### config.mk
export PLATFORM = sky130hd
export DESIGN_NAME = jk_bank_sched
export DESIGN_NICKNAME = d
export VERILOG_FILES = /design/src/rtl/jk_sched_pkg.sv /design/src/rtl/jk_bank_sched_rr_arbiter.sv /design/src/rtl/jk_bank_sched.sv
export SDC_FILE = /design/constraint.sdc
export NUM_CORES = 1
export LEC_CHECK = 0
export BUFFER_PORTS_ARGS = -buffer_cell sky130_fd_sc_hd__buf_2
export CELL_PAD_IN_SITES_DETAIL_PLACEMENT = 0
export CELL_PAD_IN_SITES_GLOBAL_PLACEMENT = 1
export CORE_UTILIZATION = 37
export CTS_CLUSTER_DIAMETER = 40
export CTS_CLUSTER_SIZE = 40
export DETAILED_ROUTE_END_ITERATION = 16
export PLACE_DENSITY_LB_ADDON = 0.1
export SYNTH_ARGS = -nofsm -noshare
export SYNTH_HDL_FRONTEND = slang
export SYNTH_SLANG_ARGS = --single-unit
### constraint.sdc
create_clock -name clk -period 5 [get_ports clk]
set_input_delay 0.5 -clock clk [delete_from_list [all_inputs] [get_ports clk]]
set_output_delay 0.5 -clock clk [all_outputs]
set_load 0.01 [all_outputs]
### src/rtl/jk_sched_pkg.sv
// Shared types for the JK bank scheduler: command opcodes, FSM states and
// the rule that gives the q value a JK cell should hold after a command.
// Latency: n/a (types and a pure function). Backpressure: n/a.
package jk_sched_pkg;

   typedef enum logic [1:0] {
      OP_HOLD = 2'b00,
      OP_CLR  = 2'b01,
      OP_SET  = 2'b10,
      OP_TOG  = 2'b11
   } jk_op_e;

   typedef enum logic [1:0] {
      IDLE  = 2'b00,
      DRIVE = 2'b01,
      CHECK = 2'b10,
      RESP  = 2'b11
   } state_e;

   // q of a JK cell after one clock with j/k taken from op, starting at q.
   function automatic logic jk_next(input jk_op_e op, input logic q);
      logic r;
      r = q;
      case (op)
         OP_HOLD: r = q;
         OP_CLR:  r = 1'b0;
         OP_SET:  r = 1'b1;
         OP_TOG:  r = ~q;
         default: r = q;
      endcase
      return r;
   endfunction

endpackage

### src/rtl/jk_bank_sched_rr_arbiter.sv
// Round-robin arbiter: grants the first set req bit at or after ptr, wrapping.
// Latency: purely combinational. Backpressure: none; caller decides when to
// use the grant. Ports: req/ptr in, one-hot gnt and its index gnt_id out.
module rr_arbiter #(
   parameter int N    = 4,
   parameter int ID_W = $clog2(N)
) (
   input  logic [N-1:0]    req,
   input  logic [ID_W-1:0] ptr,
   output logic [N-1:0]    gnt,
   output logic [ID_W-1:0] gnt_id
);

   always_comb begin
      int  c;
      logic found;
      gnt    = '0;
      gnt_id = '0;
      found  = 1'b0;
      c      = 0;
      for (int o = 0; o < N; o++) begin
         c = int'(ptr) + o;
         if (c >= N) c = c - N;
         if (!found && req[c]) begin
            found  = 1'b1;
            gnt[c] = 1'b1;
            gnt_id = ID_W'(c);
         end
      end
   end

endmodule

### src/rtl/jk_bank_sched.sv
// Shares one bank of WIDTH JK cells between N_REQ requesters (RR arbitrated).
// Latency: handshake at edge E, rsp_valid from the cycle after edge E+2.
// Backpressure: rsp held until rsp_ready; no new grant until response taken.
// Ports: req_valid/req_op/req_idx/req_ready (requests), rsp_* (response),
// busy, jk_j/jk_k/jk_q (bank). Optional macro JK_BANK_SCHED_CHECK_EN adds a
// readback comparator into rsp_err and the chk_fail_cnt output.
module jk_bank_sched
   import jk_sched_pkg::*;
#(
   parameter  int N_REQ = 4,
   parameter  int WIDTH = 8,
   localparam int IDX_W = $clog2(WIDTH),
   localparam int ID_W  = $clog2(N_REQ)
) (
   input  logic                   clk,
   input  logic                   rst_n,
   input  logic [N_REQ-1:0]       req_valid,
   input  logic [2*N_REQ-1:0]     req_op,
   input  logic [IDX_W*N_REQ-1:0] req_idx,
   output logic [N_REQ-1:0]       req_ready,
   output logic                   rsp_valid,
   input  logic                   rsp_ready,
   output logic [ID_W-1:0]        rsp_id,
   output logic                   rsp_q,
   output logic                   rsp_err,
   output logic                   busy,
   output logic [WIDTH-1:0]       jk_j,
   output logic [WIDTH-1:0]       jk_k,
   input  logic [WIDTH-1:0]       jk_q
`ifdef JK_BANK_SCHED_CHECK_EN
   ,
   output logic [7:0]             chk_fail_cnt
`endif
);

   // q padded to a power of two so any idx value reads a defined bit;
   // bad indices read from the zero padding and are masked anyway.
   localparam int PAD_W = 1 << IDX_W;

   state_e           state_q, state_d;
   logic [ID_W-1:0]  ptr_q, ptr_d;
   logic [ID_W-1:0]  id_q, id_d;
   jk_op_e           op_q, op_d;
   logic [IDX_W-1:0] idx_q, idx_d;
   logic             bad_q, bad_d;
   logic             rq_q, rq_d;
   logic             err_q, err_d;

   logic [N_REQ-1:0] gnt;
   logic [ID_W-1:0]  gnt_id;
   logic [IDX_W-1:0] sel_idx;
   logic [1:0]       sel_op;
   logic [1:0]       op_raw;
   logic [PAD_W-1:0] q_pad;
   logic             cell_q;
   logic             chk_mis;

   rr_arbiter #(.N(N_REQ), .ID_W(ID_W)) u_arb (
      .req    (req_valid),
      .ptr    (ptr_q),
      .gnt    (gnt),
      .gnt_id (gnt_id)
   );

   assign sel_idx = req_idx[gnt_id*IDX_W +: IDX_W];
   assign sel_op  = req_op[gnt_id*2 +: 2];
   assign op_raw  = op_q;
   assign q_pad   = PAD_W'(jk_q);
   assign cell_q  = q_pad[idx_q];

   always_comb begin
      state_d = state_q;
      ptr_d   = ptr_q;
      id_d    = id_q;
      op_d    = op_q;
      idx_d   = idx_q;
      bad_d   = bad_q;
      rq_d    = rq_q;
      err_d   = err_q;
      case (state_q)
         IDLE: begin
            if (|gnt) begin
               id_d    = gnt_id;
               op_d    = jk_op_e'(sel_op);
               idx_d   = sel_idx;
               // Range check done once here; DRIVE and CHECK just use the flag.
               bad_d   = (32'(sel_idx) >= WIDTH);
               ptr_d   = (gnt_id == ID_W'(N_REQ - 1)) ? '0 : gnt_id + ID_W'(1);
               state_d = DRIVE;
            end
         end
         DRIVE: state_d = CHECK;
         CHECK: begin
            rq_d    = bad_q ? 1'b0 : cell_q;
            err_d   = bad_q | chk_mis;
            state_d = RESP;
         end
         RESP: begin
            if (rsp_ready) state_d = IDLE;
         end
         default: state_d = IDLE;
      endcase
   end

   always_ff @(posedge clk or negedge rst_n) begin
      if (!rst_n) begin
         state_q <= IDLE;
         ptr_q   <= '0;
         id_q    <= '0;
         op_q    <= OP_HOLD;
         idx_q   <= '0;
         bad_q   <= 1'b0;
         rq_q    <= 1'b0;
         err_q   <= 1'b0;
      end else begin
         state_q <= state_d;
         ptr_q   <= ptr_d;
         id_q    <= id_d;
         op_q    <= op_d;
         idx_q   <= idx_d;
         bad_q   <= bad_d;
         rq_q    <= rq_d;
         err_q   <= err_d;
      end
   end

   // Only the target cell sees j/k, and only for the single DRIVE cycle.
   always_comb begin
      jk_j = '0;
      jk_k = '0;
      if (state_q == DRIVE && !bad_q) begin
         jk_j[idx_q] = op_raw[1];
         jk_k[idx_q] = op_raw[0];
      end
   end

`ifdef JK_BANK_SCHED_CHECK_EN
   logic       qprev_q, qprev_d;
   logic [7:0] cnt_q, cnt_d;

   always_comb begin
      qprev_d = qprev_q;
      if (state_q == IDLE && |gnt) qprev_d = q_pad[sel_idx];
   end

   assign chk_mis = (state_q == CHECK) && !bad_q && (cell_q != jk_next(op_q, qprev_q));

   always_comb begin
      cnt_d = cnt_q;
      if (chk_mis && cnt_q != 8'hFF) cnt_d = cnt_q + 8'd1;
   end

   always_ff @(posedge clk or negedge rst_n) begin
      if (!rst_n) begin
         qprev_q <= 1'b0;
         cnt_q   <= 8'd0;
      end else begin
         qprev_q <= qprev_d;
         cnt_q   <= cnt_d;
      end
   end

   assign chk_fail_cnt = cnt_q;
`else
   assign chk_mis = 1'b0;
`endif

   assign req_ready = (state_q == IDLE) ? gnt : '0;
   assign rsp_valid = (state_q == RESP);
   assign rsp_id    = id_q;
   assign rsp_q     = rq_q;
   assign rsp_err   = err_q;
   assign busy      = (state_q != IDLE);

endmodule

==> results by group <==
Routing
  • Antenna-violating nets left: 0
  • Vias per std cell: 5.12
  • DRC viols: 0
  • Post-detailed-routing wire length: 3250 microns
  • Drt pass-1 iters: 4
  • Starting DRT DRC Count: 29
  • Via count: 1322
  • Routed len/inst: 12.6 microns

Finish
  • N_diodes: 0
  • Share of cells above drive strength 1: 0.358
  • Layout net count: ~260
  • Non-filler cells, final: 258
  • Area growth syn-to-layout: 25.2%

GRT
  • Initial antenna violation count: 0
  • Grt ovf: 0
  • GRT Total Usage: 0.170
  • First-pass GRT wire length: 5500 microns
  • Largest net degree at the start of global routing: 17
  • Vias in the first global route: 1204

Timing
  • Slew headroom: 0.607
  • Clk_skew: between 0.0015 and 0.002 ns
  • Fin Setup TNS: 0 ns
  • Setup violators final: 0
  • Hold slack: 0.128 ns
  • Fmax: 0.280 GHz
  • RSZ-0062 raised after global routing: false
  • Final period utilization: 0.715
  • Final max-slew violation count: 0
  • Fin crit period: 3.57 ns
  • Final hold violations: 0
  • Measured slew at the worst slew-check pin: 0.589 ns

Worst setup path
  • Worst path max stage delay: 0.71 ns
  • CP Cell Sequence: inv_1 -> ha_1 -> mux4_2 -> nor4b_4 -> a21oi_1 -> o211a_1 -> a31oi_4 -> mux2_2
  • Crit path DAT: 3.70 ns
  • CP Launch Type: flip-flop
  • Worst EP required: 5.12 ns
  • Largest delay share family, worst path: multiplexers
  • CP endpoint kind: flip-flop
  • Largest fanout on the critical path: 16
  • Slowest cell on the critical path: dfrtp_1
  • Critical path buffer and inverter count: 1
  • Crit path kind: flip-flop to flip-flop

Die
  • Die area: 4030 sq um
  • Boundary pin count: 61
  • Initial Utilization: 0.403
  • Core footprint: 3470 sq um
  • Die Width: 63.5 microns
  • Die height: 63.5 microns
  • FP Rows: 21

Synthesis
  • Commonest cells in the netlist: nor2_1, mux2i_1, a21oi_1, dfrtp_1, ha_1
  • Synth top area cells: dfrtp_1, mux2i_1, ha_1
  • Main flop type after synthesis: dfrtp_1
  • Cell taking the most area after synthesis: dfrtp_1
  • Average cell area after synthesis: 8.85 sq um
  • Cell area after synthesis: 1400 sq um
  • Cell with the most instances after synthesis: nor2_1
  • Post-synth EDFFs: 0
  • Post-synth cell types: 37
  • Mapped Cells: 158
  • Area share of the largest cell type after synthesis: 0.215
  • Post-synthesis sequential area ratio: 0.215
  • Yosys warning count: 0
  • Register bit total from synthesis: 12
  • Mapped Nets: 203
  • FFs w/ async S/R, synth: 1.00

Pwr
  • Pwr dens: 713 nW/um^2
  • Pleak: 0.000866 uW
  • Peak supply drop: 0.330 mV

CTS
  • CTS tree: done
  • Max Buffers Root-to-Sink: 2
  • Cts hold-fix bufs: 0
  • Post-CTS Resized: 0
  • Reg clk slew, reported paths: 0.05 ns
  • Later-pin clock latency in the skew report: 0.24 ns
  • Post-CTS setup buffers: 0
  • H-Tree Depth: 1
  • Clk sinks: 12
  • Clock Tree Root: clkbuf_8
  • Num CTS Buffers: 3

Place
  • Final HPWL DP: 2560 microns
  • GPL Wtd Cong: 0.804
  • Post-Place Cells: 254
  • Buffers on Ports: a little under 60

Min path
  • Hold Crit Class: input pin to async pin

Status
  • Status: finished clean

Job
  • Max-cap violations: 0
==> layer usage <==
| metal | wire length [microns] | part of all wire | GRT usage |
|---|---|---|---|
| met1 | 1550 | 0.48 | 0.237 |
| met2 | 1480 | 0.45 | 0.269 |
| met3 | 195 | 0.060 | 0.0290 |
| met4 | 28 | 0.0086 | 0.0426 |
| met5 | 0 | 0 | 0 |
==> worst paths after layout <==
| kind | slack, ns | to | cells after the start | startpoint |
|---|---|---|---|---|
| setup reg to reg | 1.43 | idx_q[0] | 8 | ptr_q[0] |
| max in group asynchronous | 4.66 | rsp_q | 1 | rst_n |
| min in group clk | 0.54 | op_q[0] | 1 | op_q[0] |
| hold / removal | 0.13 | idx_q[1] | 1 | rst_n |
| setup / recovery | 1.43 | idx_q[0] | 8 | ptr_q[0] |
| hold reg to reg | 0.54 | op_q[0] | 1 | op_q[0] |
==> worst reg2reg max path, cell delays in order (launching register included) <==
cell and delay (ns):
dfrtp_1 0.71, inv_1 0.18, ha_1 0.43, mux4_2 0.46, nor4b_4 0.48, a21oi_1 0.13, o211a_1 0.26, a31oi_4 0.42
mux2_2 0.38
==> final cells by class <==
type | instances | area (sq um)
Inverter | 7 | 26.3
Clock buffer | 4 | 55.1
Timing Repair Buffer | 59 | 295
Sequential cell | 12 | 300
Tap cell | 46 | 57.6
Multi-Input combinational cell | 130 | 1020
Fill cell | 333 | 1720
==> power breakdown <==
part | total [uW] | internal [uW] | switching [uW]
Clock | 104 | 69.5 | 34.7
Combinational | 902 | 427 | 475
Sequential | 242 | 152 | 90.4
==> cell families after synthesis <==
| kind of cell | count (synthesis) | synth area share |
|---|---|---|
| compound gates | 38 | 0.190 |
| xor+xnor | 1 | 0.00626 |
| fa+ha+maj | 10 | 0.0894 |
| buf+inv | 16 | 0.0581 |
| flops | 12 | 0.215 |
| mux | 29 | 0.257 |
| other cells | 1 | 0.00268 |
| simple gates | 51 | 0.182 |
==> registers in the layout (all words and copies together), names as in the netlist <==
signal,count
rsp_q,1
state_q,2
op_q,2
ptr_q,2
rsp_id,2
idx_q,3
==> stage by stage <==
step	power [uW]	area, sq um	util	setup slack (ns)
floorplan	986	1400	-	1.89
global placement	1130	1700	0.489	1.60
detailed placement	1150	1700	0.489	1.45
CTS	1260	1750	0.505	1.43
global route	1370	1750	0.505	1.19
finish	1250	1750	0.505	1.43
==> cells in the final DEF, fill, tap and decap left out, types with 2 or more instances in the layout <==
cell type / synthesis / routed
nor2b_1: 4 / 4
mux4_2: 4 / 4
mux2_4: 3 / 3
mux2_2: 3 / 3
nand3b_1: 6 / 6
mux2i_1: 19 / 19
a22oi_1: 6 / 6
ha_1: 10 / 10
a21oi_1: 12 / 12
inv_1: 7 / 7
a31oi_1: 2 / 2
buf_2: 2 / 59
o21ai_0: 4 / 4
nor2_1: 28 / 28
dfrtp_1: 12 / 12
nand2b_1: 2 / 2
clkbuf_8: 0 / 4
o21a_1: 3 / 3
nand2_1: 8 / 8
(Power assumes the default switching activity.)
